## src/rtl/uart_mmio_pkg.sv

```systemverilog
// Shared definitions for the memory-mapped UART: register addresses, CON bit
// positions and the state encoding used by both serial FSMs.
package uart_mmio_pkg;

  localparam logic [31:0] ADDR_TXD = 32'h4000_0018;
  localparam logic [31:0] ADDR_RXD = 32'h4000_001C;
  localparam logic [31:0] ADDR_CON = 32'h4000_0020;

  localparam int CON_RXV = 2;
  localparam int CON_TXB = 3;
  localparam int CON_OVR = 4;

  typedef enum logic [1:0] {
    ST_IDLE  = 2'd0,
    ST_START = 2'd1,
    ST_DATA  = 2'd2,
    ST_STOP  = 2'd3
  } uart_state_e;

  function automatic logic [31:0] con_word(input logic rxv, input logic txb, input logic ovr);
    logic [31:0] w;
    w          = '0;
    w[CON_RXV] = rxv;
    w[CON_TXB] = txb;
    w[CON_OVR] = ovr;
    return w;
  endfunction

endpackage

```

## src/rtl/uart_mmio_if.sv

```systemverilog
// MEM-stage data bus as seen by the UART peripheral.
// Handshake: MemRead/MemWrite are the valid strobes for one cycle each; the
// responder is always ready, writes take effect on that rising edge and
// ReadData answers combinationally within the same cycle.
interface uart_mmio_if;
  logic        MemRead;
  logic        MemWrite;
  logic [31:0] Address;
  logic [31:0] WriteData;
  logic [31:0] ReadData;

  modport master (output MemRead, output MemWrite, output Address, output WriteData,
                  input ReadData);
  modport slave  (input MemRead, input MemWrite, input Address, input WriteData,
                  output ReadData);
endinterface

```

## src/rtl/uart_rx_core.sv

```systemverilog
// Serial receiver: 2-flop synchroniser, start/data/stop FSM and a one-cycle
// done pulse with frame_ok reporting the sampled stop bit.
module uart_rx_core
  import uart_mmio_pkg::*;
#(
  parameter int BAUD_DIV = 16
) (
  input  logic        clk,
  input  logic        reset,
  input  logic        uart_rx,
  output logic        done,
  output logic        frame_ok,
  output logic [7:0]  data,
  output uart_state_e state
);

  localparam int             CW        = $clog2(BAUD_DIV);
  localparam logic [CW-1:0]  LAST      = CW'(BAUD_DIV - 1);
  localparam logic [CW-1:0]  HALF_LAST = CW'(BAUD_DIV / 2 - 1);

  logic          sync1, sync2, prev;
  uart_state_e   state_next;
  logic [CW-1:0] cnt, cnt_next;
  logic [2:0]    bit_cnt, bit_next;
  logic [7:0]    shift, shift_next;

  // Synchronisers reset to the idle level so reset release never looks like a start bit.
  always_ff @(posedge clk or negedge reset) begin
    if (!reset) begin
      sync1 <= 1'b1;
      sync2 <= 1'b1;
      prev  <= 1'b1;
    end else begin
      sync1 <= uart_rx;
      sync2 <= sync1;
      prev  <= sync2;
    end
  end

  always_ff @(posedge clk or negedge reset) begin
    if (!reset) begin
      state   <= ST_IDLE;
      cnt     <= '0;
      bit_cnt <= '0;
      shift   <= '0;
    end else begin
      state   <= state_next;
      cnt     <= cnt_next;
      bit_cnt <= bit_next;
      shift   <= shift_next;
    end
  end

  always_comb begin
    state_next = state;
    cnt_next   = cnt;
    bit_next   = bit_cnt;
    shift_next = shift;
    done       = 1'b0;
    frame_ok   = 1'b0;
    case (state)
      ST_IDLE: begin
        if (prev && !sync2) begin
          state_next = ST_START;
          cnt_next   = '0;
        end
      end
      ST_START: begin
        if (cnt == HALF_LAST) begin
          cnt_next   = '0;
          bit_next   = '0;
          state_next = sync2 ? ST_IDLE : ST_DATA;
        end else begin
          cnt_next = cnt + 1'b1;
        end
      end
      ST_DATA: begin
        if (cnt == LAST) begin
          cnt_next   = '0;
          shift_next = {sync2, shift[7:1]};
          if (bit_cnt == 3'd7) state_next = ST_STOP;
          else                 bit_next   = bit_cnt + 3'd1;
        end else begin
          cnt_next = cnt + 1'b1;
        end
      end
      ST_STOP: begin
        if (cnt == LAST) begin
          done       = 1'b1;
          frame_ok   = sync2;
          cnt_next   = '0;
          state_next = ST_IDLE;
        end else begin
          cnt_next = cnt + 1'b1;
        end
      end
      default: state_next = ST_IDLE;
    endcase
  end

  assign data = shift;

endmodule

```

## src/rtl/uart_mmio.sv

```systemverilog
// UART peripheral on the MEM-stage bus: TXD/RXD/CON registers, the transmit
// FSM and the read mux; reception is delegated to uart_rx_core.
module uart_mmio
  import uart_mmio_pkg::*;
#(
  parameter int CLK_FREQ = 100_000_000,
  parameter int BAUD     = 9600
) (
  input  logic          clk,
  input  logic          reset,
  uart_mmio_if.slave    bus,
  input  logic          uart_rx,
  output logic          uart_tx,
  output uart_state_e   tx_state,
  output uart_state_e   rx_state
);

  localparam int            BAUD_DIV = CLK_FREQ / BAUD;
  localparam int            CW       = $clog2(BAUD_DIV);
  localparam logic [CW-1:0] LAST     = CW'(BAUD_DIV - 1);

  logic hit_txd, hit_rxd, hit_con;
  logic wr_txd, rd_rxd, rd_con;
  logic unused_wdata;

  assign hit_txd      = (bus.Address == ADDR_TXD);
  assign hit_rxd      = (bus.Address == ADDR_RXD);
  assign hit_con      = (bus.Address == ADDR_CON);
  assign wr_txd       = bus.MemWrite && hit_txd;
  assign rd_rxd       = bus.MemRead && hit_rxd;
  assign rd_con       = bus.MemRead && hit_con;
  assign unused_wdata = ^bus.WriteData[31:8];

  // ---------------- transmitter ----------------
  uart_state_e   tx_state_next;
  logic [CW-1:0] tx_baud, tx_baud_next;
  logic [2:0]    tx_bit, tx_bit_next;
  logic [7:0]    txd_latch, txd_latch_next;
  logic          tx_line, tx_line_next;
  logic          tx_busy, tx_last, tx_accept;

  assign tx_busy   = (tx_state != ST_IDLE);
  assign tx_last   = (tx_state == ST_STOP) && (tx_baud == LAST);
  // The final stop-bit cycle may already take the next byte, so frames can abut.
  assign tx_accept = wr_txd && (!tx_busy || tx_last);

  always_ff @(posedge clk or negedge reset) begin
    if (!reset) begin
      tx_state  <= ST_IDLE;
      tx_baud   <= '0;
      tx_bit    <= '0;
      txd_latch <= '0;
      tx_line   <= 1'b1;
    end else begin
      tx_state  <= tx_state_next;
      tx_baud   <= tx_baud_next;
      tx_bit    <= tx_bit_next;
      txd_latch <= txd_latch_next;
      tx_line   <= tx_line_next;
    end
  end

  always_comb begin
    tx_state_next  = tx_state;
    tx_baud_next   = tx_baud;
    tx_bit_next    = tx_bit;
    txd_latch_next = txd_latch;
    tx_line_next   = tx_line;
    if (tx_accept) begin
      tx_state_next  = ST_START;
      tx_baud_next   = '0;
      tx_bit_next    = '0;
      txd_latch_next = bus.WriteData[7:0];
      tx_line_next   = 1'b0;
    end else begin
      case (tx_state)
        ST_START: begin
          if (tx_baud == LAST) begin
            tx_state_next = ST_DATA;
            tx_baud_next  = '0;
            tx_bit_next   = '0;
            tx_line_next  = txd_latch[0];
          end else begin
            tx_baud_next = tx_baud + 1'b1;
          end
        end
        ST_DATA: begin
          if (tx_baud == LAST) begin
            tx_baud_next = '0;
            if (tx_bit == 3'd7) begin
              tx_state_next = ST_STOP;
              tx_line_next  = 1'b1;
            end else begin
              tx_bit_next  = tx_bit + 3'd1;
              tx_line_next = txd_latch[tx_bit + 3'd1];
            end
          end else begin
            tx_baud_next = tx_baud + 1'b1;
          end
        end
        ST_STOP: begin
          if (tx_baud == LAST) begin
            tx_state_next = ST_IDLE;
            tx_baud_next  = '0;
          end else begin
            tx_baud_next = tx_baud + 1'b1;
          end
        end
        default: ;
      endcase
    end
  end

  assign uart_tx = tx_line;

  // ---------------- receiver and flags ----------------
  logic       rx_done, rx_ok;
  logic [7:0] rx_data, rx_byte;
  logic       rx_valid, rx_overrun, rx_new;

  uart_rx_core #(.BAUD_DIV(BAUD_DIV)) u_rx (
    .clk      (clk),
    .reset    (reset),
    .uart_rx  (uart_rx),
    .done     (rx_done),
    .frame_ok (rx_ok),
    .data     (rx_data),
    .state    (rx_state)
  );

  assign rx_new = rx_done && rx_ok;

  // An RXD load racing a new byte consumes the old one, so it is not an overrun.
  always_ff @(posedge clk or negedge reset) begin
    if (!reset) begin
      rx_byte    <= '0;
      rx_valid   <= 1'b0;
      rx_overrun <= 1'b0;
    end else begin
      if (rx_new) begin
        rx_byte  <= rx_data;
        rx_valid <= 1'b1;
      end else if (rd_rxd) begin
        rx_valid <= 1'b0;
      end
      if (rx_new && rx_valid && !rd_rxd) rx_overrun <= 1'b1;
      else if (rd_con)                   rx_overrun <= 1'b0;
    end
  end

  always_comb begin
    bus.ReadData = '0;
    if (reset) begin
      if (hit_txd)      bus.ReadData = {24'b0, txd_latch};
      else if (hit_rxd) bus.ReadData = {24'b0, rx_byte};
      else if (hit_con) bus.ReadData = con_word(rx_valid, tx_busy, rx_overrun);
    end
  end

endmodule

```

## src/flat_wrapper.sv

```systemverilog
// flat-port wrapper written by rule: the top's interface ports become plain ports
module uart_mmio_flat import uart_mmio_pkg::*;
#(
  parameter int CLK_FREQ = 100_000_000,
  parameter int BAUD     = 9600
)
  (clk, reset, uart_rx, uart_tx, tx_state, rx_state, bus_MemRead, bus_MemWrite, bus_Address, bus_WriteData, bus_ReadData);
  uart_mmio_if bus_i ();
  input  logic clk;
  input  logic reset;
  input  logic uart_rx;
  output logic uart_tx;
  output uart_state_e tx_state;
  output uart_state_e rx_state;
  input wire logic [$bits(bus_i.MemRead)-1:0] bus_MemRead;
  input wire logic [$bits(bus_i.MemWrite)-1:0] bus_MemWrite;
  input wire logic [$bits(bus_i.Address)-1:0] bus_Address;
  input wire logic [$bits(bus_i.WriteData)-1:0] bus_WriteData;
  output wire logic [$bits(bus_i.ReadData)-1:0] bus_ReadData;
  assign bus_i.MemRead = bus_MemRead;
  assign bus_i.MemWrite = bus_MemWrite;
  assign bus_i.Address = bus_Address;
  assign bus_i.WriteData = bus_WriteData;
  assign bus_ReadData = bus_i.ReadData;
  uart_mmio #(.CLK_FREQ(CLK_FREQ), .BAUD(BAUD)) u_core (.clk(clk), .reset(reset), .bus(bus_i), .uart_rx(uart_rx), .uart_tx(uart_tx), .tx_state(tx_state), .rx_state(rx_state));
endmodule
```

## config.mk

```make
export PLATFORM = sky130hd
export DESIGN_NAME = uart_mmio_flat
export DESIGN_NICKNAME = d
export VERILOG_FILES = /design/src/rtl/uart_mmio_pkg.sv /design/src/rtl/uart_mmio_if.sv /design/src/rtl/uart_rx_core.sv /design/src/rtl/uart_mmio.sv /design/src/flat_wrapper.sv
export SDC_FILE = /design/constraint.sdc
export NUM_CORES = 1
export LEC_CHECK = 0
export BUFFER_PORTS_ARGS = -buffer_cell sky130_fd_sc_hd__clkbuf_2
export CORE_AREA = 2 2 88 90
export CTS_CLUSTER_SIZE = 16
export DETAILED_ROUTE_END_ITERATION = 7
export DIE_AREA = 0 0 90 92
export PLACE_DENSITY = 0.84
export RECOVER_POWER = 50
export SLEW_MARGIN = 20
export SYNTH_ARGS = -nofsm -noshare
export SYNTH_HDL_FRONTEND = slang
export SYNTH_HIERARCHICAL = 1
export SYNTH_SLANG_ARGS = --single-unit
```

## constraint.sdc

```tcl
create_clock -name clk -period 4.89 [get_ports clk]
set_input_delay 0.2445 -clock clk [delete_from_list [all_inputs] [get_ports clk]]
set_output_delay 0.2445 -clock clk [all_outputs]
set_load 0.05 [all_outputs]
```

==> metrics.md <==
| Metric | Value |
|---|---|
| Status | finished, final reports clean |
| # nets final | 535 |
| First-pass GRT wire length | 14400 um |
| RR Startpoint | u_core/tx_baud[9] |
| Die Y | 92 um |
| Clock skew | 9.31 ps |
| RR Endpoint | u_core/txd_latch[7] |
| Async SR Flop Fraction | 1.00 |
| Total Wirelength | 8460 um |
| DRC violations left | 0 |
| CTS tree | built |
| Post-DRT Antenna Nets | 0 |
| Clk sinks | 68 |
| Relative slew slack | 0.333 |
| Layout cell share with drive strength beyond 1 | 0.248 |
| Most common flop cell mapped by yosys | dfrtp_1 |
| FP Rows | 32 |
| Largest net degree at the start of global routing | 71 |
| Synth Cell Area | approximately 4000 um^2 |
| GPL Wtd Cong | 0.896 |
| Post-synth EDFFs | 0 |
| DR vias/cell | about 5.7 |
| Final Hold Fails | 0 |
| Most common cell after layout, fill and taps aside | dfrtp_1 |
| Root Buffer | clkbuf_8 |
| Yosys top cell area share | 0.397 |
| Hold Crit Class | primary input to async pin |
| Skew-Pair Late Insertion Delay | 330 ps |
| FF+latch count, synth | 68 |
| Worst vdd ir | 222 uV |
| Maxcap violations | 0 |
| Ys Warns | 6 |
| Fmax | 354 MHz |
| Via Count | 3170 |
| CP top delay family | simple AND/OR/NAND/NOR gates |
| RSZ-0062 raised after global routing | no |
| CTS H-Tree Depth | 3 |
| Gr ovfl total | 0 |
| Worst path bufs/invs | 0 |
| Reg-to-reg slack, setup | 2070 ps |
| DP HPWL | 6150 um |
| Max incr delay on CP | 710 ps |
| Minimum clock period | ~2800 ps |
| Least-Margin Pin Slew | 1000 ps |
| Dominant cell type by area after synthesis | dfrtp_1 |
| Fill count | 605 |
| Pins over their slew limit | 0 |
| Die W | 90 um |
| Ant diodes | 0 |
| Clock-pin slew on the worst setup and hold paths | 70 ps |
| Fin worst setup slack | 2070 ps |
| Most frequent cells in the layout | dfrtp_1, clkbuf_2, nand2_1, nor2_1, conb_1 |
| Critical path, cell by cell | or4b_4 > nor4_4 > a21oi_2 > nor4_4 > mux2_2 |
| Cell mode on critical path | nor4_4 |
| Vias in the first global route | 3105 |
| Initial antenna violation count | 0 |
| Ports | 106 |
| Synth top area cells | dfrtp_1, buf_4, mux2_4 |
| Initial DRC Count | 204 |
| Worst-path fanout max | 14 |
| Final setup viols | 0 |
| Leak Pwr | 2.13 nW |
| CP Launch Type | flip-flop |
| Reg2Reg Depth | 5 |
| Setup tns final | 0 ps |
| Tot GR Track Use | 0.213 |
| Final Cycle Share | 0.577 |
| Kind of critical path | flip-flop to flip-flop |
| DIE AREA | 8280 um^2 |
| Crit. Startpoint | u_core/tx_baud[9] |
| Dpl ws | 2090 ps |
| Post-synthesis sequential area ratio | 0.423 |
| Gates resized, CTS repair | 0 |
| Critical path capture point type | flip-flop |
| Starting Density | 0.542 |
| Critical Path AT | 3040 ps |
| Buffers on Ports | 57 |
| Critical path endpoint | u_core/txd_latch[7] |
| Worst path slowest cell | nor4_4 |
| Worst Path Required | 5100 ps |
| Average wire per standard cell | 15.1 um |
| Core Area | 7450 um^2 |
| Layout area overhead | 12.2% |
| Synth Instances | 398 |
| PwrDens | 301 nW/um^2 |
| Clock buffer depth | 2 |
| Unique masters post-synth | 62 |
| TritonRoute pass-1 iters | 4 |
| Stages on the worst setup path | 5 |
| Total CTS buffers | 9 |
| Synthesized area per cell | between 10 and 15 um^2 |
==> worst register-to-register path, cell delays in order, from the launching register on <==
cell,delay [ps]
dfrtp_1,450
or4b_4,620
nor4_4,390
a21oi_2,120
nor4_4,710
mux2_2,420
==> cell type report <==
type	count	area, um^2	area share
Clock inverter	4	72.6	0.0160
Multi-Input combinational cell	300	2110	0.466
Timing Repair Buffer	60	307	0.0678
Sequential cell	68	1710	0.377
Tap cell	102	128	0.0282
Clock buffer	12	145	0.0321
Inverter	15	56.3	0.0124
==> registers in the layout, summed over array words and instances, names as in the netlist, named ones only <==
signal               cells
u_core/u_rx/data         8
u_core/uart_tx           1
u_core/rx_valid          1
u_core/tx_baud          14
u_core/u_rx/prev         1
u_core/rx_overrun        1
u_core/rx_byte           8
u_core/u_rx/sync2        1
u_core/u_rx/state        1
u_core/txd_latch         8
u_core/u_rx/sync1        1
u_core/tx_state          2
u_core/u_rx/cnt         14
u_core/tx_bit            3
u_core/u_rx/bit_cnt      3
==> per-stage QoR <==
step                      std cells  power, mW  utilization  hold slack, ps  cell area [um^2]
final                           561       1.36        0.608            81.5              4520
after global routing            561       1.43        0.608             118              4520
after CTS                       561       1.38        0.607             122              4520
after detailed placement        544      0.866        0.576             339              4290
after global placement          544      0.852        0.576             331              4290
after floorplan                 421      0.819            -           -51.1              4120
==> layer usage <==
| metal | global-route usage | part of all wire | vias up |
|---|---|---|---|
| met5 | 0 | 0 | - |
| met4 | 0.0654 | 0.017 | 0 |
| met3 | 0.0542 | 0.042 | 12 |
| met2 | 0.352 | 0.50 | 83 |
| met1 | 0.276 | 0.44 | 1542 |
| li1 | - | - | 1533 |
==> cell usage after synthesis, drive strengths merged (2+ instances only) <==
| cell type | count |
|---|---|
| dfrtp | 64 |
| buf | 31 |
| nand2 | 30 |
| nor2 | 29 |
| mux2 | 24 |
| a21oi | 22 |
| o21ai | 20 |
| nand3 | 19 |
| a31oi | 15 |
| inv | 15 |
| ha | 12 |
| nor3 | 11 |
| nor4 | 11 |
| mux2i | 8 |
| clkbuf | 7 |
| o31ai | 7 |
| and3 | 6 |
| nand2b | 6 |
| nand4 | 6 |
| a41oi | 4 |
| dfstp | 4 |
| a22o | 3 |
| nand3b | 3 |
| or3b | 3 |
| or4b | 3 |
| a22oi | 2 |
| and2 | 2 |
| mux4 | 2 |
| nor4b | 2 |
| o211ai | 2 |
| o22ai | 2 |
| o2bb2ai | 2 |
| o41ai | 2 |
| or3 | 2 |
==> power breakdown <==
part / switching (mW) / internal, mW / total [mW]
sequential: 0.0537 / 0.596 / 0.650
clock: 0.205 / 0.301 / 0.506
combinational: 0.135 / 0.0716 / 0.207
total: 0.394 / 0.969 / 1.36
==> worst min-delay path by stage <==
stage               slack, ps  cells past startpoint             endpoint
CTS                       120                      2   u_core/tx_baud[10]
finish                     80                      2   u_core/tx_baud[10]
global placement          330                      1    u_core/u_rx/sync1
detailed placement        340                      1    u_core/u_rx/sync1
floorplan                 -50                      0    u_core/rx_byte[0]
global route              120                      2  u_core/txd_latch[5]
==> cells by family after synthesis <==
kind of cell | after synthesis | synth area share
XOR/XNOR | 1 | 0.00217
multiplexers | 34 | 0.109
buffers and inverters | 53 | 0.0782
flip-flops | 68 | 0.423
AO/OA/AOI/OAI | 89 | 0.145
adder cells (fa/ha/maj) | 12 | 0.0372
AND/OR/NAND/NOR | 140 | 0.204
other | 1 | 0.000930
==> timing repair <==
item                       4_1_cts  5_1_grt
buffers inserted                 0        0
hold buffers                     1        0
hold endpoints to repair         1        0
setup endpoints to repair        0        0
(Power assumes the default switching activity.)
